$ cat src/rtl/taylor_pkg.sv
// taylor_pkg -- shared definitions for the angle range reducer and the
// downstream cosine (Taylor series) stage.
//   ANGLE_W / FRAC_BITS : default angle width and fixed-point fraction bits
//   TWO_PI / PI / HALF_PI : angle constants at a 2^BASE_FRAC scale
//   K_MAX               : highest shift used by the range reduction
//   state_e             : reducer FSM state encoding
package taylor_pkg;

   localparam int ANGLE_W   = 24;
   localparam int FRAC_BITS = 10;

   // The constants below are expressed at this scale (1024).
   localparam int BASE_FRAC = 10;
   localparam int TWO_PI    = 6434;
   localparam int PI        = 3217;
   localparam int HALF_PI   = 1608;

   // Reduction subtracts TWO_PI<<k for k = K_MAX..0, one step per cycle.
   localparam int K_MAX     = 10;

   typedef enum logic [1:0] {
      IDLE   = 2'd0,
      REDUCE = 2'd1,
      FOLD   = 2'd2,
      DONE   = 2'd3
   } state_e;

endpackage

$ cat src/rtl/angle_range_reducer.sv
// angle_range_reducer -- maps a signed fixed-point angle onto [0, HALF_PI]
// plus a negate flag, so a downstream cosine stage only has to cover the
// first quadrant: cos(x) = +/- cos(angle_out).
//   clock      : rising-edge clock
//   reset      : asynchronous, active-low reset
//   start      : request pulse, sampled only while idle
//   angle_in   : signed angle (radians, FRAC_BITS fraction bits)
//   busy_out   : high whenever a request is in flight
//   ready_out  : one-cycle result strobe (drives the cosine stage start)
//   angle_out  : reduced angle, held until the next result
//   negate_out : cosine result must be negated, held with angle_out
module angle_range_reducer #(
   parameter int ANGLE_W   = taylor_pkg::ANGLE_W,
   parameter int FRAC_BITS = taylor_pkg::FRAC_BITS
) (
   input  logic               clock,
   input  logic               reset,
   input  logic               start,
   input  logic [ANGLE_W-1:0] angle_in,
   output logic               busy_out,
   output logic               ready_out,
   output logic [ANGLE_W-1:0] angle_out,
   output logic               negate_out
);
   import taylor_pkg::*;

   localparam int KW = $clog2(K_MAX + 1);
   // Wide enough to hold TWO_PI << K_MAX without truncation.
   localparam int SW = ANGLE_W + K_MAX + 1;

   // Rescale the 1024-based constants to this instance's fraction width.
   localparam longint TWO_PI_S  = (longint'(TWO_PI)  << FRAC_BITS) >> BASE_FRAC;
   localparam longint PI_S      = (longint'(PI)      << FRAC_BITS) >> BASE_FRAC;
   localparam longint HALF_PI_S = (longint'(HALF_PI) << FRAC_BITS) >> BASE_FRAC;

   localparam logic [SW-1:0]      TWO_PI_W  = SW'(TWO_PI_S);
   localparam logic [ANGLE_W-1:0] TWO_PI_A  = ANGLE_W'(TWO_PI_S);
   localparam logic [ANGLE_W-1:0] PI_A      = ANGLE_W'(PI_S);
   localparam logic [ANGLE_W-1:0] HALF_PI_A = ANGLE_W'(HALF_PI_S);

   localparam logic [ANGLE_W-1:0] S_MIN = {1'b1, {(ANGLE_W-1){1'b0}}};
   localparam logic [ANGLE_W-1:0] S_MAX = {1'b0, {(ANGLE_W-1){1'b1}}};

   state_e             state_q, state_d;
   logic [ANGLE_W-1:0] a_q, a_d;
   logic [KW-1:0]      k_q, k_d;
   logic [ANGLE_W-1:0] angle_q, angle_d;
   logic               negate_q, negate_d;
   logic               ready_q, ready_d;

   logic [ANGLE_W-1:0] a_abs;
   logic [SW-1:0]      step;
   logic               step_ge;
   logic [ANGLE_W-1:0] a1;

   // |angle_in|; the most negative value has no positive twin, so clamp it.
   always_comb begin
      a_abs = angle_in;
      if (angle_in == S_MIN)
         a_abs = S_MAX;
      else if (angle_in[ANGLE_W-1])
         a_abs = (~angle_in) + ANGLE_W'(1);
   end

   // Binary long-division style remainder: one conditional subtract per bit
   // of the quotient, so 11 steps cover any a < TWO_PI * 2^11.
   always_comb begin
      step    = TWO_PI_W << k_q;
      step_ge = {{(SW-ANGLE_W){1'b0}}, a_q} >= step;
   end

   // a in [0, TWO_PI): mirror the lower half-turn, then fold about HALF_PI.
   always_comb begin
      a1 = (a_q >= PI_A) ? (TWO_PI_A - a_q) : a_q;
   end

   always_comb begin
      state_d  = state_q;
      a_d      = a_q;
      k_d      = k_q;
      angle_d  = angle_q;
      negate_d = negate_q;
      ready_d  = 1'b0;
      case (state_q)
         IDLE: begin
            if (start) begin
               a_d     = a_abs;
               k_d     = KW'(K_MAX);
               state_d = REDUCE;
            end
         end
         REDUCE: begin
            if (step_ge)
               a_d = a_q - step[ANGLE_W-1:0];
            if (k_q == '0)
               state_d = FOLD;
            else
               k_d = k_q - KW'(1);
         end
         FOLD: begin
            if (a1 > HALF_PI_A) begin
               angle_d  = PI_A - a1;
               negate_d = 1'b1;
            end else begin
               angle_d  = a1;
               negate_d = 1'b0;
            end
            // Registered, so the strobe lands in the DONE cycle.
            ready_d = 1'b1;
            state_d = DONE;
         end
         DONE:    state_d = IDLE;
         default: state_d = IDLE;
      endcase
   end

   always_ff @(posedge clock or negedge reset) begin
      if (!reset) begin
         state_q  <= IDLE;
         a_q      <= '0;
         k_q      <= '0;
         angle_q  <= '0;
         negate_q <= 1'b0;
         ready_q  <= 1'b0;
      end else begin
         state_q  <= state_d;
         a_q      <= a_d;
         k_q      <= k_d;
         angle_q  <= angle_d;
         negate_q <= negate_d;
         ready_q  <= ready_d;
      end
   end

   assign busy_out   = (state_q != IDLE);
   assign ready_out  = ready_q;
   assign angle_out  = angle_q;
   assign negate_out = negate_q;

endmodule

$ cat config.mk
export PLATFORM = sky130hd
export DESIGN_NAME = angle_range_reducer
export DESIGN_NICKNAME = d
export VERILOG_FILES = /design/src/rtl/taylor_pkg.sv /design/src/rtl/angle_range_reducer.sv
export SDC_FILE = /design/constraint.sdc
export NUM_CORES = 1
export LEC_CHECK = 0
export CORE_MARGIN = 1
export CORE_UTILIZATION = 50
export DETAILED_ROUTE_END_ITERATION = 8
export PLACE_DENSITY = 0.68
export SYNTH_ARGS = -nofsm -noshare
export SYNTH_HDL_FRONTEND = slang
export SYNTH_SLANG_ARGS = --single-unit
$ cat constraint.sdc
create_clock -name clock -period 6.8 [get_ports clock]
set_clock_uncertainty 0.1 [all_clocks]
set_input_delay 0.68 -clock clock [delete_from_list [all_inputs] [get_ports clock]]
set_output_delay 0.68 -clock clock [all_outputs]
set_load 0.01 [all_outputs]
==> insert_results.sql, run 1 <==
INSERT INTO impl_metrics (metric_group, metric, value, unit) VALUES
('status', 'outcome', 'finished, final reports clean', ''),
('critical_path', 'r2r_cells', '16', ''),
('floorplanning', 'start_util', '51.5', '%'),
('critical_path', 'worstPathCellList', 'inv_1, ha_1, or4b_4, a21oi_4, o211a_1, o21ai_0, and2_1, ha_1, nor2b_1, or3_1, o31ai_1, o32ai_1, a2bb2oi_1, o2111ai_1, xor2_1, mux2_2', ''),
('synthesis', 'yosysSeqAreaShare', '22.7', '%'),
('critical_path', 'slowest_delay', '0.58', 'ns'),
('synthesis', 'synth_nets', '841', ''),
('global_route', 'antenna_found_initial', '0', ''),
('cts', 'ctsLongestPathBuffers', '2', ''),
('sta', 'achievable-frequency', '195', 'MHz'),
('cts', 'cts.reportedPaths.clkPinSlew', '0.08', 'ns'),
('synthesis', 'synth.cell_area', '6180', 'um^2'),
('sta', 'finalMaxSlewViolations', '0', ''),
('detailed_routing', 'route.antenna.remaining_nets', '0', ''),
('global_route', 'grt_pass1_wl', '27.8', 'mm'),
('critical_path', 'cpMaxStageDelayCell', 'sky130_fd_sc_hd__dfrtp_1', ''),
('cts', 'cts_resized', '0', ''),
('detailed_routing', 'via_count', '5944', ''),
('hold_path', 'min_delay_worst_endpoint', 'angle_out[1]', ''),
('critical_path', 'arrival', '5.24', 'ns'),
('floorplanning', 'die_h', '113', 'um'),
('run', 'cap_viol_max_count', '0', ''),
('synthesis', 'synth_async_sr_flop_share', '100', '%'),
('placement', 'gp_congestion', '0.947', ''),
('layout', 'num_antenna_cells', '0', ''),
('synthesis', 'synthesis.instances', '776', ''),
('critical_path', 'crit_family', 'compound AO/OA/AOI/OAI gates', ''),
('detailed_routing', 'routed_wire_length_per_instance', '17.9', 'um'),
('synthesis', 'synth-edff-count', '0', ''),
('detailed_routing', 'dr.pass1.iters', '8', ''),
('floorplanning', 'io_pins', '54', ''),
('sta', 'final_hold_viol_count', '0', ''),
('sta', 'final.period_utilization', '75.6', '%'),
('power', 'irDropWorstVdd', '281', 'uV'),
('global_route', 'track_usage', '27.1', '%'),
('floorplanning', 'fp.dieArea', '12800', 'um^2'),
('hold_path', 'worst_hold_startpoint', 'angle_out[1]', ''),
('floorplanning', 'row_count', '40', ''),
('power', 'post-layout-total-power', '4.14', 'mW'),
('critical_path', 'critical_path.reg2reg.startpoint', 'a_q[1]', ''),
('cts', 'cts_num_sinks', '56', ''),
('hold_path', 'hold-path-cell-count', '2', ''),
('placement', 'placement.io_buffers', '53', ''),
('floorplanning', 'core', '12000', 'um^2'),
('synthesis', 'netlist.area_leader.share', '22.7', '%'),
('synthesis', 'ys_seq_elements', '56', ''),
('sta', 'grt_setup_unrepaired', 'false', ''),
('floorplanning', 'die_w', '113', 'um'),
('cts', 'cts_buffers', '5', ''),
('critical_path', 'critPathMostFrequentCell', 'sky130_fd_sc_hd__ha_1', ''),
('cts', 'cts_tree', 'yes', ''),
('critical_path', 'worstSetupEndpointType', 'flop', ''),
('placement', 'place.detailed.hpwl', '13.0', 'mm'),
('sta', 'worst_slew_margin_rel', '26.0', '%'),
('synthesis', 'synth.avg_cell_area', '7.97', 'um^2'),
('sta', 'setup_viol', '0', ''),
('synthesis', 'yosysTopAreaCell', 'sky130_fd_sc_hd__dfrtp_1', ''),
('synthesis', 'synth_flop_cell', 'sky130_fd_sc_hd__dfrtp_1', ''),
('layout', 'areaGrowthSynthToFinish', '11.4', '%'),
('critical_path', 'worstPathBufferInverterCount', '1', ''),
('synthesis', 'yosysMostFrequentCell', 'sky130_fd_sc_hd__nand2_1', ''),
('critical_path', 'worst-r2r-setup-slack', '1.66', 'ns'),
('detailed_routing', 'drt_iter0_drcs', '472', ''),
('critical_path', 'criticalPathCategory', 'flop to flop', ''),
('sta', 'max_slew.worst_pin.slew', '1.11', 'ns'),
('detailed_routing', 'detail_route.wirelength', '16.8', 'mm'),
('power', 'power_density', '601', 'nW/um^2'),
('critical_path', 'cp-start-kind', 'flop', ''),
('sta', 'finalWorstPathRequiredPeriod', '5.14', 'ns'),
('cts', 'root_buffer', 'sky130_fd_sc_hd__clkbuf_16', ''),
('layout', 'nets', '859', '');
==> stage by stage <==
step | cell area [um^2] | hold slack, ns | cells | setup slack [ns] | utilization (%)
after global placement | 6740 | 0.368 | 934 | 1.85 | 56.1
after floorplan | 6180 | 0.284 | 776 | 1.98 | -
after global routing | 6890 | 0.432 | 942 | 1.26 | 57.4
after CTS | 6890 | 0.395 | 942 | 1.71 | 57.4
final | 6890 | 0.392 | 942 | 1.66 | 57.4
after detailed placement | 6740 | 0.377 | 934 | 1.72 | 56.1
==> placed cells by master, fill, tap and decap left out, types with 13 or more instances in the layout <==
master / n
sky130_fd_sc_hd__o21a_1: 13
sky130_fd_sc_hd__o31ai_1: 13
sky130_fd_sc_hd__dfrtp_1: 56
sky130_fd_sc_hd__o21ai_0: 59
sky130_fd_sc_hd__nand2b_1: 13
sky130_fd_sc_hd__or3_1: 16
sky130_fd_sc_hd__ha_1: 38
sky130_fd_sc_hd__xor2_1: 36
sky130_fd_sc_hd__a21o_1: 15
sky130_fd_sc_hd__xnor2_1: 23
sky130_fd_sc_hd__nor3_1: 23
sky130_fd_sc_hd__clkdlybuf4s50_1: 52
sky130_fd_sc_hd__mux2_2: 13
sky130_fd_sc_hd__nand3_1: 18
sky130_fd_sc_hd__nand2_1: 83
sky130_fd_sc_hd__a21oi_1: 43
sky130_fd_sc_hd__nor2_1: 50
sky130_fd_sc_hd__a211oi_1: 13
sky130_fd_sc_hd__inv_1: 25
==> sequential cells by signal, indices dropped and copies added, names as in the netlist <==
| register | flops |
|---|---|
| ready_out | 1 |
| angle_out | 24 |
| negate_out | 1 |
| a_q | 24 |
| state_q | 2 |
| k_q | 4 |
==> kinds of logic after synthesis <==
family / share of synthesized area [%]
xor+xnor: 8.36
simple gates: 22.5
flops: 22.7
mux: 3.50
fa+ha+maj: 7.69
compound gates: 30.4
buf+inv: 4.88
==> worst max-delay path by stage <==
stage	cells past startpoint	slack, ns	to	start
floorplan	18	1.98	angle_out[10]	a_q[1]
global placement	16	1.85	angle_out[10]	a_q[1]
detailed placement	16	1.72	angle_out[10]	a_q[1]
CTS	16	1.71	angle_out[10]	a_q[1]
global route	16	1.26	angle_out[10]	a_q[1]
finish	16	1.66	angle_out[10]	a_q[1]
==> worst min-delay path, cell delays in order (launching register included) <==
cell and delay, ns:
sky130_fd_sc_hd__dfrtp_1 0.34, sky130_fd_sc_hd__nand2_1 0.05, sky130_fd_sc_hd__o21ai_0 0.07
==> power breakdown <==
part | switching [mW] | leakage, nW | internal, mW | total (mW)
logic | 1.74 | 2.04 | 1.34 | 3.08
registers | 0.279 | 0.679 | 0.498 | 0.777
clock network | 0.139 | 0.0708 | 0.140 | 0.279
total | 2.16 | 2.79 | 1.98 | 4.14
==> final cells by class <==
type / count / area (um^2)
Fill cell: 1128 / 5120
Multi-Input combinational cell: 646 / 4490
Sequential cell: 56 / 1400
Timing Repair Buffer: 59 / 571
Tap cell: 147 / 184
Clock buffer: 5 / 125
Inverter: 26 / 97.6
Clock inverter: 3 / 25.0
==> layer usage <==
metal	track usage (%)	routed length, um	vias to the layer above
met2	46.0	7900	194
met5	0	0	-
met1	35.6	7660	2797
li1	-	-	2924
met3	3.00	792	29
met4	9.65	497	0
Power figures use the tool's default switching activity.
==> run 2, diff against run 1 <==
--- a/config.mk
+++ b/config.mk
@@ -8,7 +8,7 @@
 export CORE_MARGIN = 1
 export CORE_UTILIZATION = 50
 export DETAILED_ROUTE_END_ITERATION = 8
-export PLACE_DENSITY = 0.68
+export PLACE_DENSITY = 0.7
 export SYNTH_ARGS = -nofsm -noshare
 export SYNTH_HDL_FRONTEND = slang
 export SYNTH_SLANG_ARGS = --single-unit
==> constraint.sdc (replaced) <==
create_clock -name clock -period 4.5 [get_ports clock]
set_clock_uncertainty 0.1 [all_clocks]
set_input_delay 0.45 -clock clock [delete_from_list [all_inputs] [get_ports clock]]
set_output_delay 0.45 -clock clock [all_outputs]
set_load 0.01 [all_outputs]
==> run 2 against run 1 <==
  * Sequential share of layout area fell by 0.82 points
  * Count of clock-buffer cells in the layout did not move
  * Sequential power rose by 30%
  * Clock power rose by 110%
  * Via count rose by 2.3%
  * Critical path depth fell by 2
  * Register-to-register slack got worse by 1.4 ns
  * Highest routed layer unchanged
==> insert_results.sql, run 2 (synthesis gave the netlist of run 1 again) <==
INSERT INTO impl_metrics (metric_group, metric, value, unit) VALUES
('run', 'cap_viol_max_count', '0', ''),
('critical_path', 'worstSetupEndpointType', 'flop', ''),
('floorplanning', 'core', '12000', 'um^2'),
('floorplanning', 'die_w', '113', 'um'),
('critical_path', 'criticalPathCategory', 'flop to flop', ''),
('global_route', 'track_usage', '28.2', '%'),
('critical_path', 'crit-reg2reg-capture', 'a_q[7]', ''),
('global_route', 'grt_overflow', '0', ''),
('cts', 'cts_buffers', '5', ''),
('critical_path', 'critical_path.reg2reg.startpoint', 'k_q[1]', ''),
('sta', 'max_slew.worst_pin.slew', '1.05', 'ns'),
('layout', 'num_antenna_cells', '0', ''),
('cts', 'post_cts_repair_timing_setup_buffer_count', '0', ''),
('sta', 'finalMaxSlewViolations', '0', ''),
('cts', 'clkLatencyLatePin', '0.31', 'ns'),
('sta', 'finalWorstPathRequiredPeriod', '4.24', 'ns'),
('critical_path', 'critical_path.max_fanout', '42', ''),
('global_route', 'first_global_vias', '5754', ''),
('sta', 'setup_tns', '0', 'ns'),
('floorplanning', 'row_count', '40', ''),
('placement', 'place.detailed.hpwl', '13.5', 'mm'),
('detailed_routing', 'detail_route.wirelength', '17.3', 'mm'),
('layout', 'nets', '886', ''),
('detailed_routing', 'drt-vias-per-instance', '6.27', ''),
('sta', 'grt_setup_unrepaired', 'false', ''),
('sta', 'final.period_utilization', '94.3', '%'),
('cts', 'cts_tree', 'yes', ''),
('placement', 'placement.io_buffers', '53', ''),
('floorplanning', 'start_util', '51.5', '%'),
('placement', 'placement.cell_area', '6960', 'um^2'),
('layout', 'most_frequent_standard_cell_in_the_layout_excluding_fill_and_tap_cells', 'sky130_fd_sc_hd__nand2_1', ''),
('cts', 'root_buffer', 'sky130_fd_sc_hd__clkbuf_16', ''),
('layout', 'design_area', '7180', 'um^2'),
('sta', 'setup_viol', '0', ''),
('floorplanning', 'die_h', '113', 'um'),
('sta', 'achievable-frequency', '236', 'MHz'),
('placement', 'place.detailed.instances', '961', ''),
('placement', 'place_ws', '0.180', 'ns'),
('detailed_routing', 'routed_wire_length_per_instance', '17.8', 'um'),
('layout', 'areaGrowthSynthToFinish', '16.2', '%'),
('status', 'outcome', 'finished, final reports clean', ''),
('detailed_routing', 'via_count', '6078', ''),
('sta', 'worst_slew_margin_rel', '29.9', '%'),
('critical_path', 'worst_ep_required_time', '4.59', 'ns'),
('global_route', 'grt_pass1_wl', '28.8', 'mm'),
('layout', 'final.fill_count', '1102', ''),
('sta', 'postLayoutSetupSlackWorst', '0.256', 'ns'),
('power', 'irDropWorstVdd', '496', 'uV'),
('power', 'power_density', '924', 'nW/um^2'),
('sta', 'final_hold_viol_count', '0', ''),
('global_route', 'grt_start_max_net_pins', '57', ''),
('cts', 'cts_num_sinks', '56', ''),
('floorplanning', 'fp.dieArea', '12800', 'um^2'),
('detailed_routing', 'drc', '0', ''),
('power', 'power.static_leakage', '2.96', 'nW'),
('floorplanning', 'io_pins', '54', ''),
('cts', 'ctsLongestPathBuffers', '2', ''),
('critical_path', 'r2r_cells', '14', ''),
('critical_path', 'worstSetupStartpoint', 'k_q[1]', ''),
('layout', 'layout.cells.most_common_list', 'sky130_fd_sc_hd__nand2_1, sky130_fd_sc_hd__o21ai_0, sky130_fd_sc_hd__dfrtp_1, sky130_fd_sc_hd__clkdlybuf4s50_1, sky130_fd_sc_hd__nor2_1', ''),
('hold_path', 'worst_min_delay_path_category', 'primary input to async pin', ''),
('placement', 'gp_congestion', '0.908', ''),
('sta', 'timing.hold.ws', '0.201', 'ns'),
('detailed_routing', 'route.antenna.remaining_nets', '0', ''),
('critical_path', 'worst-r2r-setup-slack', '0.26', 'ns'),
('critical_path', 'cp-start-kind', 'flop', ''),
('layout', 'drive_gt1_share', '10.7', '%'),
('cts', 'cts.reportedPaths.clkPinSlew', '0.08', 'ns'),
('detailed_routing', 'drt_iter0_drcs', '442', ''),
('critical_path', 'worst_setup_ep', 'a_q[7]', ''),
('critical_path', 'arrival', '4.34', 'ns'),
('cts', 'cts_max_level', '2', ''),
('global_route', 'antenna_found_initial', '0', ''),
('detailed_routing', 'dr.pass1.iters', '5', ''),
('layout', 'layout.cells.non_filler', '969', '');
-- run 2: layout make-up --
cell class              instances  area [um^2]  share of cell area (%)
clock buffers                   5          125                    1.74
clock inverters                 3         90.1                    1.25
inverters                      26         97.6                    1.36
multi-input cells             646         4500                    62.6
flip-flops and latches         56         1400                    19.5
well taps                     147          184                    2.56
repair buffers                 86          786                    10.9
-- run 2: where the power goes --
group	internal (mW)	switching, mW
sequential	0.756	0.259
clock	0.376	0.202
combinational	2.19	2.85
total	3.32	3.32
-- run 2: worst min path at each step --
| stage | end | cells after the start |
|---|---|---|
| finish | angle_out[5] | 2 |
| global placement | angle_out[7] | 2 |
| global route | angle_out[5] | 2 |
| floorplan | a_q[0] | 0 |
| CTS | angle_out[23] | 2 |
| detailed placement | angle_out[19] | 2 |
-- run 2: timing repair --
action                                  4_1_cts  5_1_grt
hold buffers                                  0        0
resized for setup                             0        6
endpoints found under the setup margin        0       18
-- run 2: stage by stage --
stage               power [mW]  utilization [%]
floorplan                 4.64                -
global placement          5.86             57.9
detailed placement        5.97             57.9
CTS                       6.59             59.7
global route              7.22             59.8
finish                    6.64             59.8
-- run 2: critical path, stage by stage (launching register included) --
cell	delay (ns)
sky130_fd_sc_hd__dfrtp_2	0.46
sky130_fd_sc_hd__inv_1	0.16
sky130_fd_sc_hd__ha_2	0.35
sky130_fd_sc_hd__o21ai_0	0.21
sky130_fd_sc_hd__o21ai_0	0.15
sky130_fd_sc_hd__ha_1	0.41
sky130_fd_sc_hd__a211oi_2	0.30
sky130_fd_sc_hd__o31ai_1	0.14
sky130_fd_sc_hd__o21a_1	0.18
sky130_fd_sc_hd__a311o_1	0.35
sky130_fd_sc_hd__a41oi_1	0.29
sky130_fd_sc_hd__o21ai_0	0.21
sky130_fd_sc_hd__o21ai_2	0.22
sky130_fd_sc_hd__buf_12	0.23
sky130_fd_sc_hd__mux2_2	0.36
-- run 2: routing by layer --
layer / track usage, % / up-vias / part of all wire, % / routed length, um
met4: 11.1 / 0 / 3.0 / 512
li1: - / 2992 / - / -
met2: 46.8 / 204 / 47 / 8140
met1: 37.0 / 2853 / 45 / 7780
met5: 0 / - / 0 / 0
met3: 4.02 / 29 / 4.8 / 824
==> run 3, diff against run 2 <==
--- a/config.mk
+++ b/config.mk
@@ -6,9 +6,9 @@
 export NUM_CORES = 1
 export LEC_CHECK = 0
 export CORE_MARGIN = 1
-export CORE_UTILIZATION = 50
+export CORE_UTILIZATION = 54
 export DETAILED_ROUTE_END_ITERATION = 8
-export PLACE_DENSITY = 0.7
+export PLACE_DENSITY = 0.75
 export SYNTH_ARGS = -nofsm -noshare
 export SYNTH_HDL_FRONTEND = slang
 export SYNTH_SLANG_ARGS = --single-unit
==> run 3 against run 2 <==
  * Clock power shrank 21%
  * Wire length shrank 2.5%
  * Core utilization grew 5.2 points
  * Cell area shrank 0.64%
  * First-iteration DRC count grew 43%
  * Highest routed layer unchanged
==> insert_results.sql, run 3 (synthesis gave the netlist of run 1 again) <==
INSERT INTO impl_metrics (metric_group, metric, value, unit) VALUES
('cts', 'cts.reportedPaths.clkPinSlew', '0.07', 'ns'),
('hold_path', 'worst_min_delay_path_category', 'primary input to async pin', ''),
('cts', 'cts_tree', 'yes', ''),
('layout', 'areaGrowthSynthToFinish', '15.4', '%'),
('global_route', 'track_usage', '29.5', '%'),
('status', 'outcome', 'finished, final reports clean', ''),
('placement', 'placement.io_buffers', '53', ''),
('critical_path', 'worst_ep_required_time', '4.59', 'ns'),
('power', 'power.static_leakage', '2.94', 'nW'),
('sta', 'grt_setup_unrepaired', 'false', ''),
('critical_path', 'critPathMostFrequentCell', 'sky130_fd_sc_hd__o21ai_0', ''),
('sta', 'final.period_utilization', '94.2', '%'),
('sta', 'final_hold_viol_count', '0', ''),
('placement', 'gp_congestion', '0.968', ''),
('layout', 'drive_gt1_share', '10.7', '%'),
('critical_path', 'r2r_cells', '15', ''),
('detailed_routing', 'drt_iter0_drcs', '630', ''),
('placement', 'place.detailed.hpwl', '13.1', 'mm'),
('critical_path', 'crit_family', 'simple AND/OR/NAND/NOR gates', ''),
('critical_path', 'critical_path.max_fanout', '10', ''),
('detailed_routing', 'drt-vias-per-instance', '6.41', ''),
('floorplanning', 'io_pins', '54', ''),
('layout', 'most_frequent_standard_cell_in_the_layout_excluding_fill_and_tap_cells', 'sky130_fd_sc_hd__nand2_1', ''),
('sta', 'max_slew.worst_pin.slew', '1.09', 'ns'),
('critical_path', 'worstSetupPathDepth', '15', ''),
('critical_path', 'worstPathBufferInverterCount', '0', ''),
('placement', 'place_ws', '0.186', 'ns'),
('sta', 'finalWorstPathRequiredPeriod', '4.24', 'ns'),
('global_route', 'grt_start_max_net_pins', '57', ''),
('detailed_routing', 'via_count', '6169', ''),
('global_route', 'grt_pass1_wl', '27.4', 'mm'),
('critical_path', 'cp-start-kind', 'flop', ''),
('layout', 'num_antenna_cells', '0', ''),
('floorplanning', 'start_util', '56.3', '%'),
('critical_path', 'cpMaxStageDelayCell', 'sky130_fd_sc_hd__nor4_1', ''),
('cts', 'cts_num_sinks', '56', ''),
('critical_path', 'slowest_delay', '0.54', 'ns'),
('critical_path', 'worstSetupEndpointType', 'flop', ''),
('detailed_routing', 'dr.pass1.iters', '5', ''),
('floorplanning', 'fp.dieArea', '11900', 'um^2'),
('global_route', 'first_global_vias', '5754', ''),
('cts', 'cts_buffers', '5', ''),
('sta', 'setup_tns', '0', 'ns'),
('sta', 'worst_slew_margin_rel', '27.3', '%'),
('layout', 'final.fill_count', '947', ''),
('critical_path', 'worstPathCellList', 'nor4_1, and4bb_2, o211a_1, o21ai_0, and2_1, ha_1, nor2b_1, or3_1, a2bb2oi_1, o21ai_0, o32ai_1, a2bb2oi_2, o2111ai_1, xor2_1, mux2_2', ''),
('cts', 'cts_max_level', '2', ''),
('detailed_routing', 'route.antenna.remaining_nets', '0', ''),
('cts', 'root_buffer', 'sky130_fd_sc_hd__clkbuf_16', ''),
('critical_path', 'arrival', '4.33', 'ns'),
('floorplanning', 'core', '11000', 'um^2'),
('floorplanning', 'row_count', '38', ''),
('sta', 'achievable-frequency', '236', 'MHz'),
('power', 'irDropWorstVdd', '446', 'uV'),
('sta', 'postLayoutSetupSlackWorst', '0.260', 'ns'),
('cts', 'ctsLongestPathBuffers', '2', ''),
('floorplanning', 'die_h', '109', 'um'),
('cts', 'clkLatencyLatePin', '0.30', 'ns'),
('layout', 'nets', '887', ''),
('critical_path', 'criticalPathCategory', 'flop to flop', ''),
('global_route', 'antenna_found_initial', '0', ''),
('sta', 'setup_viol', '0', ''),
('layout', 'layout.cells.most_common_list', 'sky130_fd_sc_hd__nand2_1, sky130_fd_sc_hd__o21ai_0, sky130_fd_sc_hd__dfrtp_1, sky130_fd_sc_hd__clkdlybuf4s50_1, sky130_fd_sc_hd__nor2_1', ''),
('detailed_routing', 'drc', '0', ''),
('sta', 'timing.hold.ws', '0.191', 'ns'),
('run', 'cap_viol_max_count', '0', ''),
('power', 'power_density', '915', 'nW/um^2'),
('global_route', 'grt_overflow', '0', ''),
('detailed_routing', 'detail_route.wirelength', '16.8', 'mm'),
('floorplanning', 'die_w', '109', 'um'),
('sta', 'finalMaxSlewViolations', '0', ''),
('detailed_routing', 'routed_wire_length_per_instance', '17.5', 'um');
-- run 3: changes by cell type in the layout (fill, tap and decap cells not counted), sizes merged --
cell	delta
bufinv	-2
buf	+1
clkbuf	+1
clkinv	+1
-- run 3: worst paths after layout --
kind | startpoint | slack [ns] | to
worst max-delay path | a_q[15] | 0.26 | angle_out[10]
worst min-delay path | reset | 0.19 | angle_out[2]
worst max register to register | a_q[15] | 0.26 | angle_out[10]
worst min register to register | angle_out[17] | 0.38 | angle_out[17]
max in group asynchronous | reset | 3.62 | a_q[22]
min in group clock | angle_out[17] | 0.38 | angle_out[17]
-- run 3: final cells by class --
class / count / area, um^2 / area share (%)
inverter: 26 / 97.6 / 1.37
tap: 140 / 175 / 2.45
clock inverter: 2 / 35.0 / 0.491
sequential: 56 / 1400 / 19.6
clock buffer: 6 / 129 / 1.81
multi-input combinational: 646 / 4510 / 63.1
timing repair buffer: 87 / 793 / 11.1
-- run 3: where the power goes --
part	switching, mW	internal, mW	leakage, nW	total [mW]
clock	0.191	0.263	0.0808	0.454
sequential	0.271	0.755	0.679	1.03
combinational	2.85	2.20	2.18	5.05
-- run 3: what timing repair did --
action                                  in CTS  in global routing
buffers inserted                             0                  0
resized for setup                            0                  6
hold buffers                                 0                  0
endpoints found under the setup margin       0                 19
-- run 3: metrics by stage --
| stage | cells | cell area (um^2) | power [mW] | util (%) |
|---|---|---|---|---|
| 2_1_floorplan | 776 | 6190 | 4.64 | - |
| 3_3_place_gp | 955 | 6960 | 5.83 | 63.4 |
| 3_5_place_dp | 955 | 6960 | 5.95 | 63.4 |
| 4_1_cts | 963 | 7120 | 6.43 | 64.9 |
| 5_1_grt | 963 | 7140 | 7.10 | 65.0 |
| 6_report | 963 | 7140 | 6.53 | 65.0 |
-- run 3: worst reg2reg max path: stages (launching register included) --
cell and delay (ns):
sky130_fd_sc_hd__dfrtp_1 0.46, sky130_fd_sc_hd__nor4_1 0.54, sky130_fd_sc_hd__and4bb_2 0.52, sky130_fd_sc_hd__o211a_1 0.26, sky130_fd_sc_hd__o21ai_0 0.12, sky130_fd_sc_hd__and2_1 0.17
sky130_fd_sc_hd__ha_1 0.20, sky130_fd_sc_hd__nor2b_1 0.14, sky130_fd_sc_hd__or3_1 0.34, sky130_fd_sc_hd__a2bb2oi_1 0.14, sky130_fd_sc_hd__o21ai_0 0.10, sky130_fd_sc_hd__o32ai_1 0.11
sky130_fd_sc_hd__a2bb2oi_2 0.31, sky130_fd_sc_hd__o2111ai_1 0.17, sky130_fd_sc_hd__xor2_1 0.19, sky130_fd_sc_hd__mux2_2 0.27
-- run 3: layer usage --
layer,vias up,global-route usage (%),wire (um)
met5,-,0,0
met4,0,13.5,652
met3,36,4.72,1100
met2,267,48.4,7680
met1,2875,37.9,7390
li1,2991,-,-
